## src/rtl/pipe_stage_reg.sv

```systemverilog
// Pipeline stage register with valid/ready handshake, flush-to-bubble and zeroed control on empty.
// STAGE_SKID_EN selects a 2-entry skid buffer with registered in_ready; default is a single register.
module pipe_stage_reg #(
  parameter int CTRL_W = 2,
  parameter int DATA_W = 69
) (
  input  logic              clk,
  input  logic              rst,
  input  logic              flush,
  input  logic              in_valid,
  output logic              in_ready,
  input  logic [CTRL_W-1:0] in_ctrl,
  input  logic [DATA_W-1:0] in_data,
  output logic              out_valid,
  input  logic              out_ready,
  output logic [CTRL_W-1:0] out_ctrl,
  output logic [DATA_W-1:0] out_data,
  output logic [1:0]        occupancy
);

  logic              main_vld_q,  main_vld_d;
  logic [CTRL_W-1:0] main_ctrl_q, main_ctrl_d;
  logic [DATA_W-1:0] main_data_q, main_data_d;
  logic              accept;
  logic              release_head;

  assign release_head = main_vld_q & out_ready;
  assign accept       = in_valid & in_ready;

`ifdef STAGE_SKID_EN
  logic              skid_vld_q,  skid_vld_d;
  logic [CTRL_W-1:0] skid_ctrl_q, skid_ctrl_d;
  logic [DATA_W-1:0] skid_data_q, skid_data_d;

  // in_ready depends only on state, so out_ready never reaches upstream combinationally.
  assign in_ready  = ~skid_vld_q;
  assign occupancy = {1'b0, main_vld_q} + {1'b0, skid_vld_q};

  always_comb begin
    main_vld_d  = main_vld_q;
    main_ctrl_d = main_ctrl_q;
    main_data_d = main_data_q;
    skid_vld_d  = skid_vld_q;
    skid_ctrl_d = skid_ctrl_q;
    skid_data_d = skid_data_q;
    if (flush) begin
      main_vld_d  = 1'b0;
      main_ctrl_d = '0;
      skid_vld_d  = 1'b0;
      skid_ctrl_d = '0;
    end else if (skid_vld_q) begin
      if (release_head) begin
        main_ctrl_d = skid_ctrl_q;
        main_data_d = skid_data_q;
        skid_vld_d  = 1'b0;
      end
    end else if (!main_vld_q || release_head) begin
      main_vld_d = accept;
      if (accept) begin
        main_ctrl_d = in_ctrl;
        main_data_d = in_data;
      end
    end else if (accept) begin
      skid_vld_d  = 1'b1;
      skid_ctrl_d = in_ctrl;
      skid_data_d = in_data;
    end
  end

  always_ff @(posedge clk or posedge rst) begin
    if (rst) begin
      skid_vld_q  <= 1'b0;
      skid_ctrl_q <= '0;
      skid_data_q <= '0;
    end else begin
      skid_vld_q  <= skid_vld_d;
      skid_ctrl_q <= skid_ctrl_d;
      skid_data_q <= skid_data_d;
    end
  end
`else
  assign in_ready  = out_ready | ~main_vld_q;
  assign occupancy = {1'b0, main_vld_q};

  always_comb begin
    main_vld_d  = main_vld_q;
    main_ctrl_d = main_ctrl_q;
    main_data_d = main_data_q;
    if (flush) begin
      main_vld_d  = 1'b0;
      main_ctrl_d = '0;
    end else if (accept) begin
      main_vld_d  = 1'b1;
      main_ctrl_d = in_ctrl;
      main_data_d = in_data;
    end else if (release_head) begin
      main_vld_d = 1'b0;
    end
  end
`endif

  always_ff @(posedge clk or posedge rst) begin
    if (rst) begin
      main_vld_q  <= 1'b0;
      main_ctrl_q <= '0;
      main_data_q <= '0;
    end else begin
      main_vld_q  <= main_vld_d;
      main_ctrl_q <= main_ctrl_d;
      main_data_q <= main_data_d;
    end
  end

  // Bubbles never present live control bits downstream.
  assign out_valid = main_vld_q;
  assign out_ctrl  = main_ctrl_q & {CTRL_W{main_vld_q}};
  assign out_data  = main_data_q;

endmodule
```

## config.mk

```make
export PLATFORM = sky130hd
export DESIGN_NAME = pipe_stage_reg
export DESIGN_NICKNAME = d
export VERILOG_FILES = /design/src/rtl/pipe_stage_reg.sv
export SDC_FILE = /design/constraint.sdc
export NUM_CORES = 1
export LEC_CHECK = 0
export ABC_CLOCK_PERIOD_IN_PS = 3500
export CORE_MARGIN = 2
export CORE_UTILIZATION = 41
export DETAILED_ROUTE_END_ITERATION = 8
export PLACE_DENSITY = 0.85
export SYNTH_ARGS = -nofsm -noshare
export SYNTH_HDL_FRONTEND = slang
export SYNTH_SLANG_ARGS = --single-unit
```

## constraint.sdc

```tcl
create_clock -name clk -period 3.5 [get_ports clk]
set_input_delay 0.7 -clock clk [delete_from_list [all_inputs] [get_ports clk]]
set_output_delay 0.7 -clock clk [all_outputs]
set_load 0.005 [all_outputs]
```

Word level (Yosys, flattened, before mapping)
Cells that the tools add are included.
- bitwise logic cells: 6
- multiplexer cells: 5
- reductions and logical operators: 3
- operators with widths (operator ; number):
    $mux 2 ; 2
    $mux 1 ; 3
    $reduce_bool 3->1 ; 1
    $and 1x1->1 ; 2
    $and 2x2->2 ; 1
    $not 1->1 ; 2
    $reduce_and 2->1 ; 1
    $reduce_bool 2->1 ; 1
    $or 1x1->1 ; 1
- logic and storage cells: 17
- bits of input ports: 76
- output and inout bits: 75
- bits in registers: 72

Longest topological paths before layout
Gate-level depths: netlist of the first run.
- depth after elaboration: 5
- depth in mapped cells: 5
- mapped depth without buffers: 4

Least setup slack after synthesis of the first run
OpenSTA, ideal clock, no wires.
- path kind: input -> register
- from: input port out_ready
- to: register main_data_q[21] (netlist: out_data[21])
- library setup time: 0.127 ns
- buffers on the path: 2
- required time: 3.373 ns
- cell stages on the path: 5
- path slack: 1.673 ns
- arrival: 1.700 ns
- path through: and2b_1 nor3_4 buf_6 buf_6 mux2_1
- word-level cells in the longest chain between the ends: 3
- ends and longest elaborated chain (element ; RTL line ; text):
    start, declared ; 15 ; input logic out_ready,
    $or 1x1->1 ; 82 ; assign in_ready = out_ready | ~main_vld_q;
    $and 1x1->1 ; 28 ; assign accept = in_valid & in_ready;
    $reduce_and 2->1 (no line) ; n/a ;
    end signal, assigned ; 110 ; main_data_q <= main_data_d;
    end, declared ; 23 ; logic [DATA_W-1:0] main_data_q, main_data_d;
Every way passes these cells.
A chain may end at the register's enable or synchronous reset.

Worst setup path after layout of the first run
- from: input port out_ready
- to: output port in_ready
- word-level cells in the longest chain between the ends: 1
- ends and longest elaborated chain (element ; RTL line ; text):
    $or 1x1->1 ; 82 ;
    end, declared ; 11 ; output logic in_ready,
Every way passes these cells.

==> impl_results.md, run 1 <==
- Final Setup Violations: 0
- Crit-path cells: clkdlybuf4s50_1 -> and2b_1 -> inv_1 -> clkdlybuf4s50_1
- Fmax: 0.3666 GHz
- Clock tree root driver cell: clkbuf_8
- Clock Path Buffers: 2
- Leading area contributor after synthesis: dfrtp_1
- Total CTS buffers: 9
- CP Buf/Inv Count: 3
- GRT Residual Overflow: 0
- CP required: 2.80 ns
- Reg clk slew, reported paths: 0.07 ns
- Slew margin rel.: 0.4974
- Max FO, Critical Path: 4
- Flop pwr share: 0.404
- Warnings from Yosys: 0
- Chip height: 85.57 um
- Synth area leaders: dfrtp_1 (66%), mux2_2 (24%), mux2_1 (4.1%)
- HP Class: flop to flop
- Gpl congestion: 0.7453
- Sequential area share after synthesis: 0.6606
- # Max-Cap Violations: 0
- Rows: 29
- Primary FF master, synth: dfrtp_1
- Slowest cell on the critical path: clkdlybuf4s50_1
- CTS tree: yes
- Synthesized instance count: 165
- I/O pin count: 151
- Die Footprint: 7321 sq um
- Resized Gates After CTS: 0
- Initial antenna violation count: 0
- Mean routed wirelength per cell: 15.76 um
- RSZ-0062 raised after global routing: false
- GRT Resource Usage Total: 0.1812
- Top-count cell post-synth: dfrtp_1
- Dpl ws: 0.7890 ns
- First-pass GRT wire length: 10180 um
- Nets@finish: 395
- Layout cell share with drive strength beyond 1: 0.2500
- Largest net degree at the start of global routing: 58
- Peak supply drop: 355.6 uV
- Final Skew: 0.008486 ns
- CP peak stage delay: 0.51 ns
- Clock power frac: 0.373
- Final hold vios: 0
- Least-Margin Pin Slew: 0.7528 ns
- Postcts setup bufs: 0
- Vias: 1930
- Setup crit start kind: input pin
- DRT Pass-1 Iters: 4
- Hold-fix buffer count after cts: 0
- Setup slack after layout: 0.7725 ns
- Psw: 0.0005255 W
- Status: completed
- PD cells: 557.6 nW/um^2
- Int Power: 0.002041 W
- Number of remaining DRC errors: 0
- ANT cells: 0
- Width of the die: 85.57 um
- Antenna-violating nets left: 0
- Area share of the leading cell type in the synthesized netlist: 0.6606
- Final period util: 0.7793
- Post-synthesis cell area: 2728 sq um
- FF/Latch Area: 1802 sq um
- Count of input and output buffers: 149
- Sw Ratio: 0.2048
- Yosys reg bits: 72
- Vias in the first global route: 2102
- Core Region: 6386 sq um
- Kind of critical path: input pin to primary output
- Clock Latency Late Sink: 0.33 ns
- Combinational share of power: 0.223
- Multi-input gate area: 852.1 sq um
- Area grow syn2layout: 68.72%
- 1st-iter DRT viols: 27
- Asr flop ratio synth: 1.000
- Fill count: 437
- Crit-path leading delay family: buffers and inverters
- Syn_nets: 241
- Via-to-Cell Ratio: 4.813
- Max-slew violation count: 0
- Clock sinks: 72
- Starting Density: 0.4271
- Syn Area/Cell: 16.53 sq um
- Final HPWL DP: 4516 um
- Total Routed Length: 6321 um
- Worst Setup End Kind: primary output
- Synth cell count leaders: dfrtp_1 (72), mux2_2 (59), mux2_1 (10)
- Pleak: 1.905 nW
- Critical Path AT: 2.03 ns
- Cell with the most instances on the worst path: clkdlybuf4s50_1
- Fin Setup TNS: 0 ns
- EDFF count, synth: 0
- H-Tree Depth: 3
- Tmin final: 2.727 ns
- Yosys cell types: 15
metal layers:
metal	vias up	routed length [um]	track usage
li1	884	-	-
met1	947	2390	0.2095
met2	86	3249	0.3026
met3	13	537	0.06833
met4	0	144	0.07792
met5	-	0	0
state kept, by name, summed over array words and instances, names as in the netlist:
signal and flops:
main_ctrl_q 2, out_data 69, out_valid 1
worst paths after layout:
check                                               from  slack [ns]  depth (start not counted)                        to
worst min-delay path            out_data[28]$_DFFE_PP0P_        0.49                          1  out_data[28]$_DFFE_PP0P_
min in group asynchronous                            rst        0.83                          2     out_valid$_DFFE_PP0P_
worst min register to register  out_data[28]$_DFFE_PP0P_        0.49                          1  out_data[28]$_DFFE_PP0P_
worst max register to register     out_valid$_DFFE_PP0P_        1.82                          4  out_data[31]$_DFFE_PP0P_
max in group asynchronous                            rst        2.01                          3   out_data[6]$_DFFE_PP0P_
worst max-delay path                           out_ready        0.77                          4                  in_ready
cells in the final DEF (no fill, tap or decap):
cell type          n
a21oi_1            3
and2_1             2
and2b_1            1
buf_12             2
buf_4              1
bufinv_16          5
clkbuf_8          11
clkdlybuf4s50_1  149
conb_1             1
dfrtp_1           72
inv_1              1
inv_2              2
mux2_1            10
mux2_2            59
nand3_1            2
nor3_4             1
o21ai_0            2
cell families (layout without fill, tap and decap cells):
kind of cell,after synthesis,after routing,synth area share
other cells,1,1,0.001375
buf+inv,12,171,0.02706
mux,69,69,0.2849
flops,72,72,0.6606
compound gates,5,5,0.009173
simple gates,6,6,0.01697
final cells by class:
cell class,count,area share
sequential,72,0.3915
timing repair buffer,152,0.3344
multi-input combinational,81,0.1852
clock buffer,11,0.03290
clock inverter,5,0.03263
tap,77,0.02094
inverter,3,0.002447
through the flow:
step                        util  area [sq um]  hold WS (ns)  total power, W  std cells
final                     0.7206          4602        0.4868        0.002566        401
after detailed placement  0.6734          4300        0.4768        0.001631        385
after CTS                 0.7206          4602        0.4936        0.002603        401
after global placement    0.6734          4300        0.4674        0.001612        385
after floorplan                -          2728        0.4828        0.001226        165
after global routing      0.7206          4602        0.5040        0.002690        401
power by group through the flow:
stage	registers [W]	clock network, W	logic (W)
2_1_floorplan	0.00106	0	0.000164
3_3_place_gp	0.00104	0	0.000567
3_5_place_dp	0.00105	0	0.000577
4_1_cts	0.00104	0.000982	0.000582
5_1_grt	0.00106	0.00102	0.000614
6_report	0.00104	0.000958	0.000571
No activity file was read; power rests on OpenSTA's default activity.
==> run 2: changes to the inputs <==
==> config.mk (replaced) <==
export PLATFORM = sky130hd
export DESIGN_NAME = pipe_stage_reg
export DESIGN_NICKNAME = d
export VERILOG_FILES = /design/src/rtl/pipe_stage_reg.sv
export SDC_FILE = /design/constraint.sdc
export NUM_CORES = 1
export LEC_CHECK = 0
export ABC_CLOCK_PERIOD_IN_PS = 2250
export CORE_MARGIN = 2
export CORE_UTILIZATION = 35
export DETAILED_ROUTE_END_ITERATION = 8
export PLACE_DENSITY = 0.77
export SYNTH_ARGS = -nofsm -noshare
export SYNTH_HDL_FRONTEND = slang
export SYNTH_SLANG_ARGS = --single-unit
==> constraint.sdc (replaced) <==
create_clock -name clk -period 2.25 [get_ports clk]
set_input_delay 0.45 -clock clk [delete_from_list [all_inputs] [get_ports clk]]
set_output_delay 0.45 -clock clk [all_outputs]
set_load 0.005 [all_outputs]
==> run 2 against run 1 <==
Effect of this change:
- global-route usage shrank 3.5 points
- critical path depth is the same
- routed wire length shrank 3.6%
- clock skew grew 0.0021 ns
- sequential power grew 55%
- non-clock buffer count grew 2
- sequential share of layout area grew 0.33 points
- clock power grew 14%
- die area grew 16%
- hold slack gained 0.0043 ns
- utilization shrank 12 points
- setup slack lost 0.67 ns
==> impl_results.md, run 2 (synthesized netlist as in run 1, its figures left out) <==
- Status: completed
- Final Setup Violations: 0
- Antenna-violating nets left: 0
- H-Tree Depth: 3
- Largest net degree at the start of global routing: 41
- Tmin final: 2.145 ns
- I/O pin count: 151
- Rows: 32
- Setup slack after layout: 0.1046 ns
- Fmax: 0.4661 GHz
- Width of the die: 92.28 um
- Final HPWL DP: 4459 um
- End of the critical path: in_ready
- Setup slack, reg-to-reg: 0.60 ns
- Slowest cell on the critical path: clkdlybuf4s50_1
- Kind of critical path: input pin to primary output
- Via-to-Cell Ratio: 4.498
- Total Routed Length: 6095 um
- Postcts setup bufs: 0
- Final period util: 0.9535
- PD cells: 787.6 nW/um^2
- R2R cell count: 4
- Final hold vios: 0
- Core Region: 7647 sq um
- Crit-path cells: clkdlybuf4s50_1 -> and2b_1 -> inv_1 -> clkdlybuf4s50_1
- Number of remaining DRC errors: 0
- Final non-filler cell total: 428
- Vias in the first global route: 2086
- Worst Setup End Kind: primary output
- Max FFs per register: 69
- Final Skew: 0.01056 ns
- Hold-fix buffer count after cts: 0
- Cell with the most instances on the worst path: clkdlybuf4s50_1
- Fill count: 615
- Critical R2R Launch: out_valid$_DFFE_PP0P_
- Nets@finish: 397
- RSZ-0062 raised after global routing: false
- Dpl ws: 0.1042 ns
- Max FO, Critical Path: 4
- Commonest non-fill, non-tap cell in the layout: clkdlybuf4s50_1
- CP required: 1.80 ns
- Resized Gates After CTS: 0
- Most frequent cells in the layout: clkdlybuf4s50_1 (149), dfrtp_1 (72), mux2_2 (59)
- Vias: 1925
- Layout cell share with drive strength beyond 1: 0.2485
- First-pass GRT wire length: 9804 um
- Hold Path Stages: 1
- Chip height: 92.28 um
- Mean routed wirelength per cell: 14.24 um
- Clock sinks: 72
- DRT Pass-1 Iters: 2
- Critical Path Source: out_ready
- Pleak: 1.862 nW
- Reg clk slew, reported paths: 0.08 ns
- Die Footprint: 8516 sq um
- HP Class: flop to flop
- RR Endpoint: out_data[39]$_DFFE_PP0P_
- CP peak stage delay: 0.50 ns
- CTS tree: yes
- Clock Latency Late Sink: 0.33 ns
- Fin Setup TNS: 0 ns
- Initial antenna violation count: 0
- Placed Instances: 412
- Total CTS buffers: 9
- Starting Density: 0.3567
- Critical Path AT: 1.70 ns
- Gpl congestion: 0.6597
- Peak supply drop: 397.3 uV
- 1st-iter DRT viols: 26
- ANT cells: 0
- GRT Residual Overflow: 0
- Max-slew violation count: 0
- Count of input and output buffers: 149
- Setup crit start kind: input pin
- Clock Path Buffers: 2
- Area grow syn2layout: 67.29%
- # Max-Cap Violations: 0
- GRT Resource Usage Total: 0.1466
- Clock tree root driver cell: clkbuf_8
[run 2: changes by cell type in the layout (fill, tap and decap cells not counted), sizes merged]
cell	change
inv	-1
bufinv	-3
clkinv	+2
clkinvlp	+2
buf	+2
[run 2: worst min-delay path by stage]
stage                             start                       end  slack [ns]
2_1_floorplan  out_data[21]$_DFFE_PP0P_  out_data[21]$_DFFE_PP0P_        0.48
3_3_place_gp   out_data[28]$_DFFE_PP0P_  out_data[28]$_DFFE_PP0P_        0.47
3_5_place_dp   out_data[22]$_DFFE_PP0P_  out_data[22]$_DFFE_PP0P_        0.48
4_1_cts        out_data[23]$_DFFE_PP0P_  out_data[23]$_DFFE_PP0P_        0.50
5_1_grt        out_data[50]$_DFFE_PP0P_  out_data[50]$_DFFE_PP0P_        0.51
6_report       out_data[27]$_DFFE_PP0P_  out_data[27]$_DFFE_PP0P_        0.49
[run 2: cell type report]
type / count / area, sq um / area share
multi-input cells: 81 / 852.1 / 0.1867
repair buffers: 154 / 1554 / 0.3406
flip-flops and latches: 72 / 1802 / 0.3948
well taps: 102 / 127.6 / 0.02797
inverters: 3 / 15.01 / 0.003290
clock inverters: 5 / 81.33 / 0.01782
clock buffers: 11 / 131.4 / 0.02879
[run 2: per-stage QoR]
step	utilization	area (sq um)	power (W)	hold slack, ns
after global routing	0.5967	4563	0.003771	0.5149
after detailed placement	0.5689	4350	0.002539	0.4774
final	0.5967	4563	0.003594	0.4911
after global placement	0.5689	4350	0.002515	0.4671
after CTS	0.5967	4563	0.003654	0.4965
after floorplan	-	2731	0.001908	0.4828
[run 2: worst max-delay path, delay by kind of cell]
family                 cells  cell delay (ns)
buffers and inverters      3             1.02
AND/OR/NAND/NOR            1             0.22
[run 2: layer usage]
layer / up-vias / track usage / share of wire
li1: 890 / - / -
met1: 935 / 0.1728 / 0.41
met2: 92 / 0.2445 / 0.48
met3: 8 / 0.05423 / 0.097
met4: 0 / 0.05597 / 0.013
met5: - / 0 / 0
[run 2: power breakdown]
group	switching (W)	internal (W)
logic	0.000243	0.000646
clock network	0.000469	0.000626
registers	0.000103	0.00151
